File: src/rtl/geofence_pkg.sv
// Shared types and constants for the geofence object feeder.
// Combinational only; no latency.
// No flow control here.
package geofence_pkg;

  localparam int CW_DEF        = 10;
  localparam int N_VERT        = 6;
  localparam int WORDS_PER_OBJ = N_VERT + 1;
  localparam int IDX_W         = $clog2(WORDS_PER_OBJ);

  // One host word: a test point or a fence vertex
  typedef struct packed {
    logic [CW_DEF-1:0] x;
    logic [CW_DEF-1:0] y;
  } coord_t;

  typedef enum logic [1:0] {
    ST_SLOT = 2'd0,
    ST_SEND = 2'd1,
    ST_WAIT = 2'd2
  } feeder_state_t;

endpackage

File: src/rtl/geofence_obj_fifo.sv
// Object buffer: DEPTH objects of WORDS_PER_OBJ words, written word by word, committed/popped per object.
// Writes land on the clock edge; the read port is combinational from (rd_head, rd_idx).
// No internal backpressure: the caller must respect count before starting a new object.
module geofence_obj_fifo
  import geofence_pkg::*;
#(
  parameter int DEPTH = 4,
  parameter int CW    = CW_DEF
) (
  input  logic                       clk,
  input  logic                       reset,
  input  logic                       wr_en,
  input  logic [IDX_W-1:0]           wr_idx,
  input  logic [CW-1:0]              wr_x,
  input  logic [CW-1:0]              wr_y,
  input  logic                       commit,
  input  logic                       pop,
  input  logic [$clog2(DEPTH)-1:0]   rd_head,
  input  logic [IDX_W-1:0]           rd_idx,
  output logic [CW-1:0]              rd_x,
  output logic [CW-1:0]              rd_y,
  output logic [$clog2(DEPTH)-1:0]   head,
  output logic [$clog2(DEPTH):0]     count
);

  localparam int PW = $clog2(DEPTH);

  logic [CW-1:0] mem_x [DEPTH][WORDS_PER_OBJ];
  logic [CW-1:0] mem_y [DEPTH][WORDS_PER_OBJ];
  logic [PW-1:0] tail;

  // Word store: the object under construction always lives at tail
  always_ff @(posedge clk) begin
    if (wr_en) begin
      mem_x[tail][wr_idx] <= wr_x;
      mem_y[tail][wr_idx] <= wr_y;
    end
  end

  // Object pointers and committed-object count; push and pop may coincide
  always_ff @(posedge clk or negedge reset) begin
    if (!reset) begin
      head  <= '0;
      tail  <= '0;
      count <= '0;
    end else begin
      if (commit) tail <= tail + PW'(1);
      if (pop)    head <= head + PW'(1);
      count <= count + (PW+1)'(commit) - (PW+1)'(pop);
    end
  end

  assign rd_x = mem_x[rd_head][rd_idx];
  assign rd_y = mem_y[rd_head][rd_idx];

endmodule

File: src/rtl/geofence_feeder.sv
// Streams buffered objects to the free-running geofence core and returns tagged results.
// X/Y registered and lockstep with the core; result 1 cycle after valid.
// in_ready drops when the buffer is full; a started object always finishes loading.
module geofence_feeder
  import geofence_pkg::*;
#(
  parameter int DEPTH = 4,
  parameter int CW    = CW_DEF,
  parameter int ID_W  = 8
) (
  input  logic            clk,
  input  logic            reset,
  input  logic            in_valid,
  output logic            in_ready,
  input  logic [CW-1:0]   in_x,
  input  logic [CW-1:0]   in_y,
  output logic [CW-1:0]   X,
  output logic [CW-1:0]   Y,
  input  logic            valid,
  input  logic            is_inside,
  output logic            res_valid,
  output logic            res_inside,
  output logic [ID_W-1:0] res_id,
  output logic [7:0]      dummy_runs
);

  localparam int PW = $clog2(DEPTH);

  feeder_state_t  state, state_nxt;
  logic [IDX_W-1:0] vcnt, vcnt_nxt;
  logic           run_real, run_real_nxt;
  logic [IDX_W-1:0] wcnt;
  logic           word_acc, obj_commit, obj_pop, dummy_end;
  logic [PW-1:0]  head, rd_head;
  logic [IDX_W-1:0] rd_idx;
  logic [CW-1:0]  rd_x, rd_y;
  logic [PW:0]    count, count_nxt;
  logic           load_word;
  logic [ID_W-1:0] tag_cnt;

  // A partial object already holds its slot, so its remaining words are never refused
  assign in_ready   = reset && ((wcnt != '0) || (count < (PW+1)'(DEPTH)));
  assign word_acc   = in_valid && in_ready;
  assign obj_commit = word_acc && (wcnt == IDX_W'(WORDS_PER_OBJ-1));
  assign obj_pop    = (state == ST_WAIT) && valid && run_real;
  assign dummy_end  = (state == ST_WAIT) && valid && !run_real;
  assign count_nxt  = count + (PW+1)'(obj_commit) - (PW+1)'(obj_pop);

  geofence_obj_fifo #(.DEPTH(DEPTH), .CW(CW)) u_fifo (
    .clk     (clk),
    .reset   (reset),
    .wr_en   (word_acc),
    .wr_idx  (wcnt),
    .wr_x    (in_x),
    .wr_y    (in_y),
    .commit  (obj_commit),
    .pop     (obj_pop),
    .rd_head (rd_head),
    .rd_idx  (rd_idx),
    .rd_x    (rd_x),
    .rd_y    (rd_y),
    .head    (head),
    .count   (count)
  );

  // Host word position within the object being loaded
  always_ff @(posedge clk or negedge reset) begin
    if (!reset)        wcnt <= '0;
    else if (word_acc) wcnt <= obj_commit ? '0 : wcnt + IDX_W'(1);
  end

  // State register; the first cycle out of reset is a slot
  always_ff @(posedge clk or negedge reset) begin
    if (!reset) begin
      state    <= ST_SLOT;
      vcnt     <= '0;
      run_real <= 1'b0;
    end else begin
      state    <= state_nxt;
      vcnt     <= vcnt_nxt;
      run_real <= run_real_nxt;
    end
  end

  // Next state, and which buffered word X/Y must carry in the next cycle
  always_comb begin
    state_nxt    = state;
    vcnt_nxt     = vcnt;
    run_real_nxt = run_real;
    rd_head      = head;
    rd_idx       = '0;
    load_word    = 1'b0;
    unique case (state)
      ST_SLOT: begin
        state_nxt = ST_SEND;
        vcnt_nxt  = '0;
        rd_idx    = IDX_W'(1);
        load_word = run_real;
      end
      ST_SEND: begin
        if (vcnt == IDX_W'(N_VERT-1)) begin
          state_nxt = ST_WAIT;
        end else begin
          vcnt_nxt  = vcnt + IDX_W'(1);
          rd_idx    = vcnt + IDX_W'(2);
          load_word = run_real;
        end
      end
      ST_WAIT: begin
        if (valid) begin
          // Slot decision uses occupancy after this edge's push/pop
          state_nxt    = ST_SLOT;
          run_real_nxt = (count_nxt != '0);
          rd_head      = head + PW'(obj_pop);
          load_word    = run_real_nxt;
        end
      end
      default: state_nxt = ST_SLOT;
    endcase
  end

  // Coordinate outputs; dummy runs and the wait phase drive zero
  always_ff @(posedge clk or negedge reset) begin
    if (!reset) begin
      X <= '0;
      Y <= '0;
    end else begin
      X <= load_word ? rd_x : '0;
      Y <= load_word ? rd_y : '0;
    end
  end

  // Result pulse, head tag and saturating dummy-run counter
  always_ff @(posedge clk or negedge reset) begin
    if (!reset) begin
      res_valid  <= 1'b0;
      res_inside <= 1'b0;
      res_id     <= '0;
      tag_cnt    <= '0;
      dummy_runs <= '0;
    end else begin
      res_valid <= obj_pop;
      if (obj_pop) begin
        res_inside <= is_inside;
        res_id     <= tag_cnt;
        tag_cnt    <= tag_cnt + ID_W'(1);
      end
      if (dummy_end && (dummy_runs != 8'hFF)) dummy_runs <= dummy_runs + 8'd1;
    end
  end

endmodule
File: config.mk
export PLATFORM = sky130hd
export DESIGN_NAME = geofence_feeder
export DESIGN_NICKNAME = d
export VERILOG_FILES = /design/src/rtl/geofence_pkg.sv /design/src/rtl/geofence_obj_fifo.sv /design/src/rtl/geofence_feeder.sv
export SDC_FILE = /design/constraint.sdc
export NUM_CORES = 1
export LEC_CHECK = 0
export ABC_AREA = 1
export BUFFER_PORTS_ARGS = -buffer_cell sky130_fd_sc_hd__buf_4
export CAP_MARGIN = 20
export CORE_ASPECT_RATIO = 1.5
export CORE_UTILIZATION = 39
export DETAILED_ROUTE_END_ITERATION = 10
export GPL_TIMING_DRIVEN = 1
export PLACE_DENSITY_LB_ADDON = 0.08
export SYNTH_ARGS = -nofsm -noshare
export SYNTH_HDL_FRONTEND = slang
export SYNTH_SLANG_ARGS = --single-unit
File: constraint.sdc
create_clock -name clk -period 2.5 [get_ports clk]
set_input_delay 0.125 -clock clk [delete_from_list [all_inputs] [get_ports clk]]
set_output_delay 0.125 -clock clk [all_outputs]
set_load 0.1 [all_outputs]
==> out/summary.txt <==
Max cap viols: 0
Final Setup Violations: 20
N_diodes: 0
Area contributors post-synth: edfxtp_1 (65%), nand2_1 (11%), nand3_1 (9.6%)
Tot GR Track Use: 0.234
Number of global-route vias before repair: 17500
Hold/Removal Path Class: primary input to flop
Rows: 115
Area share of the largest cell type after synthesis: 0.651
Mapped Cells: 2315
Post-Synthesis Net Count: 2355
Peak supply drop: 0.00109 V
Clk_lat worst skew: 0.63 ns
Pwr Total: 37.1 mW
Failing checks: negative setup slack
WL final: 76900 µm
Area Growth Syn to Fin: 21.4%
CTS tree: yes
Post-Syn Area per Cell: 11.2 µm²
Place WS: -0.351 ns
Pin count of the biggest net entering global routing: 63
Initial Utilization: 0.394
GP Congestion: 0.777
Detailed-route DRC error count: 0
Most common cell after layout, fill and taps aside: nand2_1
Crit-path leading delay family: adder cells
DRT Pass-1 Iters: 5
CP Data Arrival Time: 3.21 ns
Clock-pin transition on the worst setup and hold timing paths: 0.06 ns
Total CTS buffers: 61
Die height: 317 µm
Tmin final: 2.69 ns
Die width: 212 µm
Maximum clock rate: 372 MHz
CTS sink cnt: 622
Grt ovf: 0
FILL cells: 5880
Hpwl dp: 45800 µm
Most frequent cells in the layout: nand2_1 (726), edfxtp_1 (560), nand3_1 (492)
Post-layout util: 0.479
Synth Cell Area: 25800 µm²
Initial antenna violation count: 3
First-pass GRT wire length: 114000 µm
Worst path max stage delay: 0.46 ns
Root Buffer: clkbuf_16
CTS H-tree depth: 2
Synth cell types: 28
Port-buffer cells: 63
Initial DRC Count: 1312
Max Buffers Root-to-Sink: 3
Share of post-route cells with drive strength above 1: 0.143
Max-slew violations: 0
Critical path buffers and inverters: 4
Setup TNS Final: -3.42 ns
Register area share after synthesis: 0.711
WHS: 0.259 ns
CP dominant cell by count: nand2_2
Critical path startpoint category: flop
Drt wl/cell: 22.6 µm
Worst-margin pin slew: 0.988 ns
Area leader, netlist: edfxtp_1
Max transition margin: 0.341
RSZ-0062 raised after global routing: true
Seq cells post-synth: 622
Setup ws final: -0.188 ns
NumNets Final: 2514
CP required: 3.02 ns
Crit-path cells: inv_2 > ha_4 > nand3_2 > nand2_2 > clkinvlp_4 > nand2_2 > inv_2 > nand2_2 > nor2_4 > ha_2 > fa_1 > or2_4 > o21ai_2 > o21ai_2 > buf_12 > nand2_1 > nor2_1
Synth warn: 0
Fin Clk Skew: 0.00972 ns
Status: complete, but fails checks
Critical-path top delay cell: fa_1
Worst Setup End Kind: flop
Io pins: 64
Core area: 65500 µm²
Period utilisation layout: 1.08
CP Class: flop to flop
Pwr dens: 1180 nW/µm²
Static leakage: 12.2 nW
Full die area: 67300 µm²
Via/cell ratio: 5.18
Final hold vios: 0
Detail Route Antenna Nets: 0
Routed via count: 17600
CP Max Fanout: 20
state kept, by name, summed over array words and instances (netlist names), 3 cells and up:
register and cells:
u_fifo.mem_x 280, u_fifo.mem_y 280, X 10, Y 10, dummy_runs 8, res_id 8, tag_cnt 8, u_fifo.count 3
vcnt 3, wcnt 3
per-stage QoR:
step	area, µm²	std cells
2_1_floorplan	26100	2315
3_3_place_gp	28900	3256
3_5_place_dp	28900	3256
4_1_cts	31300	3398
5_1_grt	31300	3401
6_report	31300	3401
synthesized netlist by cell type:
cell type	instances
a31oi_2	1
a21oi_1	23
buf_1	30
clkinv_1	1
o21ai_0	16
o211ai_1	1
nand3b_1	19
nand3_1	493
nor3_1	3
nand4_1	4
o22ai_1	3
inv_2	4
nor2_1	76
o21ai_1	1
nand2_1	738
nand4_2	1
ha_1	14
xor2_1	15
nand2_2	3
buf_2	56
clkbuf_1	46
xnor2_1	4
or2_2	1
inv_1	138
dfrtp_1	62
edfxtp_1	560
nand3_2	1
fa_1	1
area by class of cell:
| type | instances | area, µm² | share of cell area |
|---|---|---|---|
| sequential | 622 | 18400 | 0.586 |
| clock buffer | 89 | 1730 | 0.0552 |
| clock inverter | 24 | 303 | 0.00966 |
| timing repair buffer | 228 | 2590 | 0.0827 |
| tap | 877 | 1100 | 0.0350 |
| inverter | 143 | 543 | 0.0173 |
| multi-input combinational | 1418 | 6710 | 0.214 |
cells by family after synthesis:
family	Yosys count	share of synthesized area
flip-flops	622	0.711
adder cells (fa/ha/maj)	15	0.00756
buffers and inverters	275	0.0427
XOR/XNOR	19	0.00644
AND/OR/NAND/NOR	1339	0.223
AO/OA/AOI/OAI	45	0.00925
routing by layer:
layer,global-route usage,part of all wire,vias to the layer above
li1,-,-,8236
met1,0.292,0.41,8708
met2,0.410,0.50,530
met3,0.0425,0.061,134
met4,0.0746,0.028,2
met5,0,0.00017,-
final timing paths:
| path | slack [ns] | depth (start not counted) | from | end |
|---|---|---|---|---|
| hold reg to reg | 0.47 | 2 | res_id[4] | res_id[4] |
| setup / recovery | -0.19 | 17 | wcnt[0] | Y[7] |
| setup reg to reg | -0.19 | 17 | wcnt[0] | Y[7] |
| max in group asynchronous | 1.54 | 3 | reset | X[3] |
| hold / removal | 0.26 | 4 | is_inside | res_inside |
| min in group asynchronous | 0.33 | 3 | reset | u_fifo.count[2] |
power breakdown:
group	internal, mW	switching, mW
logic	4.75	10.5
registers	12.0	0.408
clock network	5.50	3.94
worst reg2reg max path: stages, from the launching register on:
cell and delay (ns):
dfrtp_1 0.40, inv_2 0.09, ha_4 0.13, nand3_2 0.07
nand2_2 0.08, clkinvlp_4 0.08, nand2_2 0.08, inv_2 0.04
nand2_2 0.08, nor2_4 0.04, ha_2 0.18, fa_1 0.46
or2_4 0.24, o21ai_2 0.13, o21ai_2 0.10, buf_12 0.19
nand2_1 0.11, nor2_1 0.06
repair_timing:
item / CTS / global route
hold endpoints to repair: 628 / 0
setup endpoints to repair: 20 / 223
gates resized for setup: 3 / 12
setup buffers: 4 / 3
hold buffers: 24 / 0
cloned: 1 / 0
pin swaps: 1 / 3
Note: power is estimated with default switching activity, not from simulation.
